--- config.mk ---
export PLATFORM = sky130hd
export DESIGN_NAME = fwd_arbiter_flat
export DESIGN_NICKNAME = d
export VERILOG_FILES = /design/src/rtl/fwd_arbiter_pkg.sv /design/src/rtl/fwd_arbiter_if.sv /design/src/rtl/fwd_arbiter_rr_pick.sv /design/src/rtl/fwd_arbiter.sv /design/src/flat_wrapper.sv
export SDC_FILE = /design/constraint.sdc
export NUM_CORES = 1
export LEC_CHECK = 0
export ABC_AREA = 1
export CORE_MARGIN = 2
export CORE_UTILIZATION = 41
export CTS_CLUSTER_SIZE = 30
export DETAILED_ROUTE_END_ITERATION = 10
export GPL_TIMING_DRIVEN = 0
export HOLD_SLACK_MARGIN = 0.15
export PLACE_DENSITY = 0.85
export SYNTH_ARGS = -nofsm -noshare
export SYNTH_HDL_FRONTEND = slang
export SYNTH_SLANG_ARGS = --single-unit
--- constraint.sdc ---
create_clock -name clk -period 1.8 [get_ports clk]
set_clock_uncertainty 0.1 [all_clocks]
set_input_delay 0.36 -clock clk [delete_from_list [all_inputs] [get_ports clk]]
set_output_delay 0.36 -clock clk [all_outputs]
set_load 0.005 [all_outputs]
--- src/rtl/fwd_arbiter_pkg.sv ---
// Shared state encoding and elaboration helpers for the forwarder arbiter.
package fwd_arbiter_pkg;

  localparam logic [1:0] IDLE    = 2'd0;
  localparam logic [1:0] OFFER   = 2'd1;
  localparam logic [1:0] XFER    = 2'd2;
  localparam logic [1:0] RELEASE = 2'd3;

  function automatic int clog2(input int n);
    int r;
    r = 0;
    while ((1 << r) < n) r++;
    return r;
  endfunction

endpackage

--- src/rtl/fwd_arbiter_if.sv ---
// Core-side request/grant/done bundle plus the egress forwarder handshakes.
interface fwd_arbiter_if #(
  parameter int N_CORES = 4,
  parameter int SEL_W   = 2
);
  logic [N_CORES-1:0] req;
  logic [N_CORES-1:0] gnt;
  logic [SEL_W-1:0]   sel;
  logic               fwd_rdy;
  logic               fwd_rdy_ack;
  logic               fwd_done;
  logic               fwd_done_ack;
  logic [N_CORES-1:0] core_done;
  logic [N_CORES-1:0] core_done_ack;
  logic               busy;

  modport master (
    input  req, fwd_rdy_ack, fwd_done, core_done_ack,
    output gnt, sel, fwd_rdy, fwd_done_ack, core_done, busy
  );

  modport slave (
    output req, fwd_rdy_ack, fwd_done, core_done_ack,
    input  gnt, sel, fwd_rdy, fwd_done_ack, core_done, busy
  );
endinterface

--- src/rtl/fwd_arbiter_rr_pick.sv ---
// Combinational round-robin pick: rotate req so rr_ptr sits at bit 0,
// take the lowest set bit, then rotate the index back.
module rr_pick #(
  parameter int N_CORES = 4,
  parameter int SEL_W   = 2
) (
  input  logic [N_CORES-1:0] req,
  input  logic [SEL_W-1:0]   rr_ptr,
  output logic               found,
  output logic [SEL_W-1:0]   idx
);

  logic [N_CORES-1:0] rot;
  logic [SEL_W-1:0]   enc;
  int                 j;
  int                 s;

  always_comb begin
    rot = '0;
    j   = 0;
    for (int i = 0; i < N_CORES; i++) begin
      // rr_ptr is always < N_CORES, so one conditional subtract wraps it
      j = i + int'(rr_ptr);
      if (j >= N_CORES) j = j - N_CORES;
      rot[i] = req[SEL_W'(j)];
    end

    enc = '0;
    for (int i = N_CORES - 1; i >= 0; i--)
      if (rot[i]) enc = SEL_W'(i);

    s = int'(enc) + int'(rr_ptr);
    if (s >= N_CORES) s = s - N_CORES;
    idx   = SEL_W'(s);
    found = |req;
  end

endmodule

--- src/rtl/fwd_arbiter.sv ---
// Round-robin owner of the shared egress forwarder: grant, offer, transfer,
// then release back to the granted core.
import fwd_arbiter_pkg::*;

module fwd_arbiter #(
  parameter int N_CORES = 4,
  parameter int SEL_W   = 2
) (
  input logic           clk,
  input logic           rst,
  fwd_arbiter_if.master bus
);

  localparam logic [SEL_W-1:0] LAST = SEL_W'(N_CORES - 1);

  if (SEL_W != clog2(N_CORES)) begin : g_bad_sel_w
    $error("fwd_arbiter: SEL_W must equal clog2(N_CORES)");
  end

  logic [1:0]         state;
  logic [SEL_W-1:0]   rr_ptr;
  logic [SEL_W-1:0]   sel;
  logic [N_CORES-1:0] gnt;
  logic               found;
  logic [SEL_W-1:0]   idx;

  rr_pick #(.N_CORES(N_CORES), .SEL_W(SEL_W)) u_pick (
    .req    (bus.req),
    .rr_ptr (rr_ptr),
    .found  (found),
    .idx    (idx)
  );

  always_ff @(posedge clk) begin
    if (rst) begin
      state  <= IDLE;
      rr_ptr <= '0;
      sel    <= '0;
      gnt    <= '0;
    end else begin
      case (state)
        IDLE: if (found) begin
          sel   <= idx;
          gnt   <= N_CORES'(1) << idx;
          state <= OFFER;
        end
        // Handshake beats a same-edge request drop
        OFFER: if (bus.fwd_rdy_ack) begin
          state <= XFER;
        end else if (!bus.req[sel]) begin
          gnt   <= '0;
          state <= IDLE;
        end
        XFER: if (bus.fwd_done) state <= RELEASE;
        RELEASE: if (bus.core_done_ack[sel]) begin
          gnt    <= '0;
          rr_ptr <= (sel == LAST) ? '0 : sel + 1'b1;
          state  <= IDLE;
        end
        default: state <= IDLE;
      endcase
    end
  end

  assign bus.gnt          = gnt;
  assign bus.sel          = sel;
  assign bus.fwd_rdy      = (state == OFFER);
  assign bus.fwd_done_ack = (state == XFER);
  assign bus.core_done    = (state == RELEASE) ? gnt : '0;
  assign bus.busy         = (state != IDLE);

endmodule

--- src/flat_wrapper.sv ---
// flat-port wrapper written by rule: the top's interface ports become plain ports
module fwd_arbiter_flat 
#(
  parameter int N_CORES = 4,
  parameter int SEL_W   = 2
)
  (clk, rst, bus_req, bus_fwd_rdy_ack, bus_fwd_done, bus_core_done_ack, bus_gnt, bus_sel, bus_fwd_rdy, bus_fwd_done_ack, bus_core_done, bus_busy);
  fwd_arbiter_if #(.N_CORES(N_CORES), .SEL_W(SEL_W)) bus_i ();
  input logic clk;
  input logic rst;
  input wire logic [$bits(bus_i.req)-1:0] bus_req;
  input wire logic [$bits(bus_i.fwd_rdy_ack)-1:0] bus_fwd_rdy_ack;
  input wire logic [$bits(bus_i.fwd_done)-1:0] bus_fwd_done;
  input wire logic [$bits(bus_i.core_done_ack)-1:0] bus_core_done_ack;
  output wire logic [$bits(bus_i.gnt)-1:0] bus_gnt;
  output wire logic [$bits(bus_i.sel)-1:0] bus_sel;
  output wire logic [$bits(bus_i.fwd_rdy)-1:0] bus_fwd_rdy;
  output wire logic [$bits(bus_i.fwd_done_ack)-1:0] bus_fwd_done_ack;
  output wire logic [$bits(bus_i.core_done)-1:0] bus_core_done;
  output wire logic [$bits(bus_i.busy)-1:0] bus_busy;
  assign bus_i.req = bus_req;
  assign bus_i.fwd_rdy_ack = bus_fwd_rdy_ack;
  assign bus_i.fwd_done = bus_fwd_done;
  assign bus_i.core_done_ack = bus_core_done_ack;
  assign bus_gnt = bus_i.gnt;
  assign bus_sel = bus_i.sel;
  assign bus_fwd_rdy = bus_i.fwd_rdy;
  assign bus_fwd_done_ack = bus_i.fwd_done_ack;
  assign bus_core_done = bus_i.core_done;
  assign bus_busy = bus_i.busy;
  fwd_arbiter #(.N_CORES(N_CORES), .SEL_W(SEL_W)) u_core (.clk(clk), .rst(rst), .bus(bus_i));
endmodule
Yosys cells after proc, flatten, opt, wreduce, memory -nomap -nowiden
Cells that the tools add are included.

Logic and storage cells: 81. Output and inout bits: 13. Bits of input ports: 12. Bits in registers: 10.

$lt $le $gt $ge: 10. Multiplexer cells: 38. Reductions and logical operators: 8. Shifts and indexed selects: 1. $add $sub $neg: 10. Equal/unequal tests: 10.

Operators by type and width (count): $mux 2 (15); $mux 4 (5); $lt 2x4->1 const B (4); $bmux 1 s2 (6); $ge 3x3->1 const B (4); $pmux 4 s3 (1); $mux 1 (10); $sub 2x1->2 const B (5); $pmux 2 s4 (1); $add 2x2->3 const A (2); $eq 2x2->1 const B (3); $ne 2x2->1 const B (3); $reduce_and 5->1 (1); $ne 2x1->1 const B (2); $reduce_and 2->1 (2); $reduce_and 4->1 (1); $reduce_or 4->1 (1); $shl 1x2->4 const A (1); $add 1x2->3 const A (1); $add 2x2->3 (1); $ge 2x3->1 const B (1); $lt 2x3->1 const B (1); $ne 3x3->1 const B (1); $reduce_bool 3->1 (1); 4 further kinds (4).

Depth between registers and ports, before layout
Word-level depth: 16. Depth in mapped cells: 14. Gate-level depth less buffers: 13.

Cells and area by module
A second synthesis with hierarchy kept.

Cells, all modules: 158. Area, all modules: 872.1 um2.

By module, submodules not included: fwd_arbiter (instances 1, area an instance 604.3 um2, cells an instance 102, seq. area each 200.2 um2); rr_pick (instances 1, area an instance 267.8 um2, cells an instance 56, seq. area each 0.0 um2).

Worst setup path after synthesis
Ideal clock, no wire load.

Kind: register to register. From: register u_core.rr_ptr[0]. To: register u_core.gnt[2], in the netlist u_core.bus.gnt[2]. Data required time: 1.633 ns. Buffers on the path: 1. Stages on the path, launching flop included: 15. Path slack: -0.108 ns. Clock period less this slack: 1.908 ns. Setup time: 0.067 ns. Data arrival time: 1.741 ns. Cells stage by stage: dfxtp_1 > buf_6 > inv_6 > nand2_1 > nand2_2 > nand2_2 > nand2_2 > a31oi_1 > nor2_1 > ha_1 > xor2_1 > nand3b_2 > nand2_2 > nand2_1 > a21oi_2.

Word-level cells in the longest chain between the ends: 16. Elaborated cells between the ends (all ways): 38. Classes of those cells: add/sub (9); order compare (5); shift (1); mux (23).

Ends and longest elaborated chain: from (decl) (RTL line fwd_arbiter.sv:21) `logic [SEL_W-1:0] rr_ptr;`; from (signal assigned) (RTL line fwd_arbiter.sv:57) `rr_ptr <= (sel == LAST) ? '0 : sel + 1'b1;`; $add 2x2->3 (RTL line fwd_arbiter_rr_pick.sv:23) `j = i + int'(rr_ptr);`; $ge 3x3->1 / $sub 2x1->2 (equally long branches) (RTL line fwd_arbiter_rr_pick.sv:24) `if (j >= N_CORES) j = j - N_CORES;`; $mux 2 (RTL line fwd_arbiter_rr_pick.sv:24); $bmux 1 s2 (RTL line fwd_arbiter_rr_pick.sv:25) `rot[i] = req[SEL_W'(j)];`; $mux 1 (implied by the code) (2 in series) (RTL line fwd_arbiter_rr_pick.sv:25); $mux 2 (4 in series) (RTL line fwd_arbiter_rr_pick.sv:30) `if (rot[i]) enc = SEL_W'(i);`; $add 2x2->3 * (RTL line fwd_arbiter_rr_pick.sv:32) `s = int'(enc) + int'(rr_ptr);`; $ge 3x3->1 / $sub 2x1->2 (equally long branches) (RTL line fwd_arbiter_rr_pick.sv:33) `if (s >= N_CORES) s = s - N_CORES;`; $mux 2 * (RTL line fwd_arbiter_rr_pick.sv:33); $shl 1x2->4 * (RTL line fwd_arbiter.sv:44) `gnt <= N_CORES'(1) << idx;`; $mux 4 * (RTL line fwd_arbiter.sv:42) `IDLE: if (found) begin`; $pmux 4 s3 * (RTL line fwd_arbiter.sv:41) `case (state)`; to (signal assigned) (RTL line fwd_arbiter.sv:44); to (decl) (RTL line fwd_arbiter.sv:23) `logic [N_CORES-1:0] gnt;`.

Mark *: on every way between the ends. The rest lies on a longest branch, timed or not. The select of a mux whose other input is x is not followed. A chain may end at the register's enable or synchronous reset.

Worst setup path after layout
From: register u_core.rr_ptr[0]. To: register u_core.gnt[3], in the netlist u_core.bus.gnt[3].

Same word-level chain as after synthesis.

==> flow_summary.json <==
{
  "outcome": "finished, violations left",
  "violations": "setup timing",
  "crit_type": "register to register",
  "synth_area_per_cell_sq_um": 5.85,
  "cts_made_buffers": 3,
  "core_sq_um": 1920,
  "pre_cts_ws_ns": -0.553,
  "ant_nets": 0,
  "grt_use_total_pct": 19.8,
  "start_kind": "register",
  "grt_max_degree": 10,
  "rsz0062_at_grt": "yes",
  "finalHoldViolations": 0,
  "drtIter0Drc": 19,
  "areaGrowthSynthToFinish_pct": 50.5,
  "wl_met1_um": 887,
  "insertion_delay_ns": 0.27,
  "maxSlewHeadroom_pct": 74.9,
  "cp.arrival_ns": 2.12,
  "synth_top_cell_by_area": "dfxtp_1",
  "clock_path_buffers": 2,
  "ys_seq_elements": 10,
  "cpMaxStageDelayCell": "dfxtp_2",
  "cts_tree": "done",
  "p_leak_nw": 0.650,
  "ys.warnings.count": 0,
  "clock-sinks": 10,
  "synth_top_family_by_area": "simple AND/OR/NAND/NOR gates",
  "tns_ns": -0.971,
  "cts_root_buf": "clkbuf_4",
  "ioPinCount": 25,
  "cpMostUsedCell": "nand2_2",
  "layout_min_cycle_time_ns": 2.01,
  "crit_path_max_fanout": 9,
  "hold_path.class": "input port to register",
  "dr_wl_met2_um": 1260,
  "fmax_mhz": 497,
  "synth_xor_area_share_pct": 1.07,
  "endpoint_kind": "register",
  "routed_wl_um": 2310,
  "finalNetCount": 186,
  "grt-ovfl-total": 0,
  "synthDistinctLibCells": 23,
  "cts_hold_buf": 0,
  "synth_seq_area_share_pct": 24.4,
  "via_per_inst": 5.08,
  "synth_top_area_share_pct": 24.4,
  "avgRoutedWirePerCell_um": 11.6,
  "synthAdderAreaFrac_pct": 3.05,
  "whs_ns": 0.339,
  "nFillCells": 185,
  "fin_ws_ns": -0.212,
  "fin_crit_sh_pct": 112,
  "slew_viol_final": 0,
  "dp_hpwl_um": 1590,
  "synth.area.mux_share_pct": 0,
  "vias": 1006,
  "netlist_area_sq_um": 820,
  "synth.net_count": 154,
  "synthesis.instances": 140,
  "layout-drive-gt1-share_pct": 28.7,
  "dieArea_sq_um": 2370,
  "wl_met3_um": 125,
  "antenna_found_initial": 0,
  "multi_input_area_sq_um": 596,
  "synth-simple-area-share_pct": 48.7,
  "crit_chain": "buf_6, inv_8, nand2_2, nand2_2, nand2_1, a31oi_1, nor2_1, ha_2, xor2_2, nand3b_4, nand2_4, nand2_2, a21oi_2",
  "setup_viol": 6,
  "drv_cap": 0,
  "cts.clk_slew.worst_paths_ns": 0.07,
  "power_density_nw_per_um2": 703,
  "synth_compound_area_share_pct": 11.1,
  "die_h_um": 48.7,
  "io_buffers": 23,
  "highest_layer": "met4",
  "cpPeakStageDelay_ns": 0.34,
  "initial_core_util_pct": 42.6,
  "synth_area_leaders": "dfxtp_1 (24%), nand2_1 (23%), inv_1 (8.2%)",
  "fp.dieW_um": 48.7,
  "gp_congestion": 0.774,
  "drt_pre_antenna_iters": 4,
  "critPathRequiredTime_ns": 1.90,
  "grt_pass1_vias": 949,
  "rows": 16,
  "cts-htree-levels": 1,
  "grt_first_pass_wirelength_um": 3830,
  "vdd_drop_max_uv": 599,
  "regArea_sq_um": 210,
  "worstMarginPinSlew_ns": 0.376,
  "route.detailed.drc": 0,
  "num_antenna_cells": 0
}
repair_timing:
| action | CTS | global route |
|---|---|---|
| cloned | 1 | 0 |
| setup endpoints to repair | 13 | 11 |
| resized for setup | 21 | 13 |
| buffers inserted | 2 | 1 |
| pin swaps | 9 | 11 |
where the power goes:
part | leakage [nW] | total, mW | switching (mW) | internal [mW]
clock network | 0.0210 | 0.208 | 0.0847 | 0.123
logic | 0.544 | 0.367 | 0.201 | 0.167
registers | 0.0841 | 0.292 | 0.0405 | 0.252
worst max-delay path, delay by kind of cell, from the launching register on:
kind,cells,cell delay (ns)
adders and majority gates,1,0.18
AOI/OAI and AO/OA,2,0.32
xor gates and xnor gates,1,0.15
buffers and inverters,2,0.22
DFF,1,0.34
and+or+nand+nor,7,0.63
synthesized netlist by cell type (all sizes together):
| library cell | count |
|---|---|
| o21ai | 4 |
| nand2 | 60 |
| dfxtp | 10 |
| a211oi | 1 |
| buf | 2 |
| nand3b | 2 |
| nor2 | 13 |
| a21oi | 10 |
| inv | 20 |
| ha | 2 |
| xor2 | 1 |
| a31oi | 1 |
| nand3 | 13 |
| nand4 | 1 |
logic make-up (layout without fill, tap and decap cells):
kind of cell | Yosys count | in the layout
and+or+nand+nor | 89 | 89
buffers and inverters | 22 | 53
AOI/OAI and AO/OA | 16 | 16
DFF | 10 | 10
adders and majority gates | 2 | 2
xor gates and xnor gates | 1 | 1
layout by cell type (no fill, tap or decap), types with 2 or more instances in the layout:
cell type / netlist / routed
clkbuf_4: 0 / 3
a21oi_2: 2 / 2
dfxtp_2: 0 / 2
dfxtp_1: 10 / 6
buf_4: 0 / 3
nor2_4: 1 / 2
inv_2: 1 / 7
nand3_1: 13 / 13
nor2_2: 0 / 2
clkdlybuf4s50_1: 0 / 13
dlymetal6s2s_1: 0 / 4
inv_1: 18 / 12
o21ai_0: 3 / 3
nand2_4: 1 / 4
dlygate4sd2_1: 0 / 6
dfxtp_4: 0 / 2
nor2_1: 12 / 9
a21oi_1: 8 / 8
nand2_1: 51 / 41
nand2_2: 8 / 15
worst paths after layout:
kind         slack (ns)              start           endpoint  cells past startpoint
min                0.34                rst  u_core.bus.gnt[2]                      2
min reg2reg        0.39  u_core.bus.gnt[1]  u_core.bus.gnt[1]                      2
max               -0.21   u_core.rr_ptr[0]  u_core.bus.gnt[3]                     13
max reg2reg       -0.21   u_core.rr_ptr[0]  u_core.bus.gnt[3]                     13
sequential cells by signal, indices dropped and copies added (netlist names), named ones only:
| signal | flops |
|---|---|
| u_core.bus.gnt | 4 |
| u_core.bus.sel | 2 |
| u_core.rr_ptr | 2 |
| u_core.state | 1 |
area by class of cell:
class / instances / area share (%)
Sequential cell: 10 / 17.0
Multi-Input combinational cell: 108 / 48.3
Buffer: 2 / 1.22
Timing Repair Buffer: 27 / 21.1
Clock buffer: 4 / 2.94
Tap cell: 27 / 2.74
Inverter: 20 / 6.69
layer usage:
metal	vias up	track usage [%]
met5	-	0
met4	0	4.76
met3	6	3.09
met2	37	40.4
met1	458	20.5
li1	505	-
stage by stage:
step                utilization [%]  total power [mW]  std cells  cell area (sq um)
global placement               58.0             0.605        190               1110
global route                   64.2             0.931        198               1230
floorplan                         -             0.488        140                851
detailed placement             58.0             0.618        190               1110
finish                         64.2             0.868        198               1230
CTS                            62.1             0.845        197               1190
No activity file was read; power rests on OpenSTA's default activity.
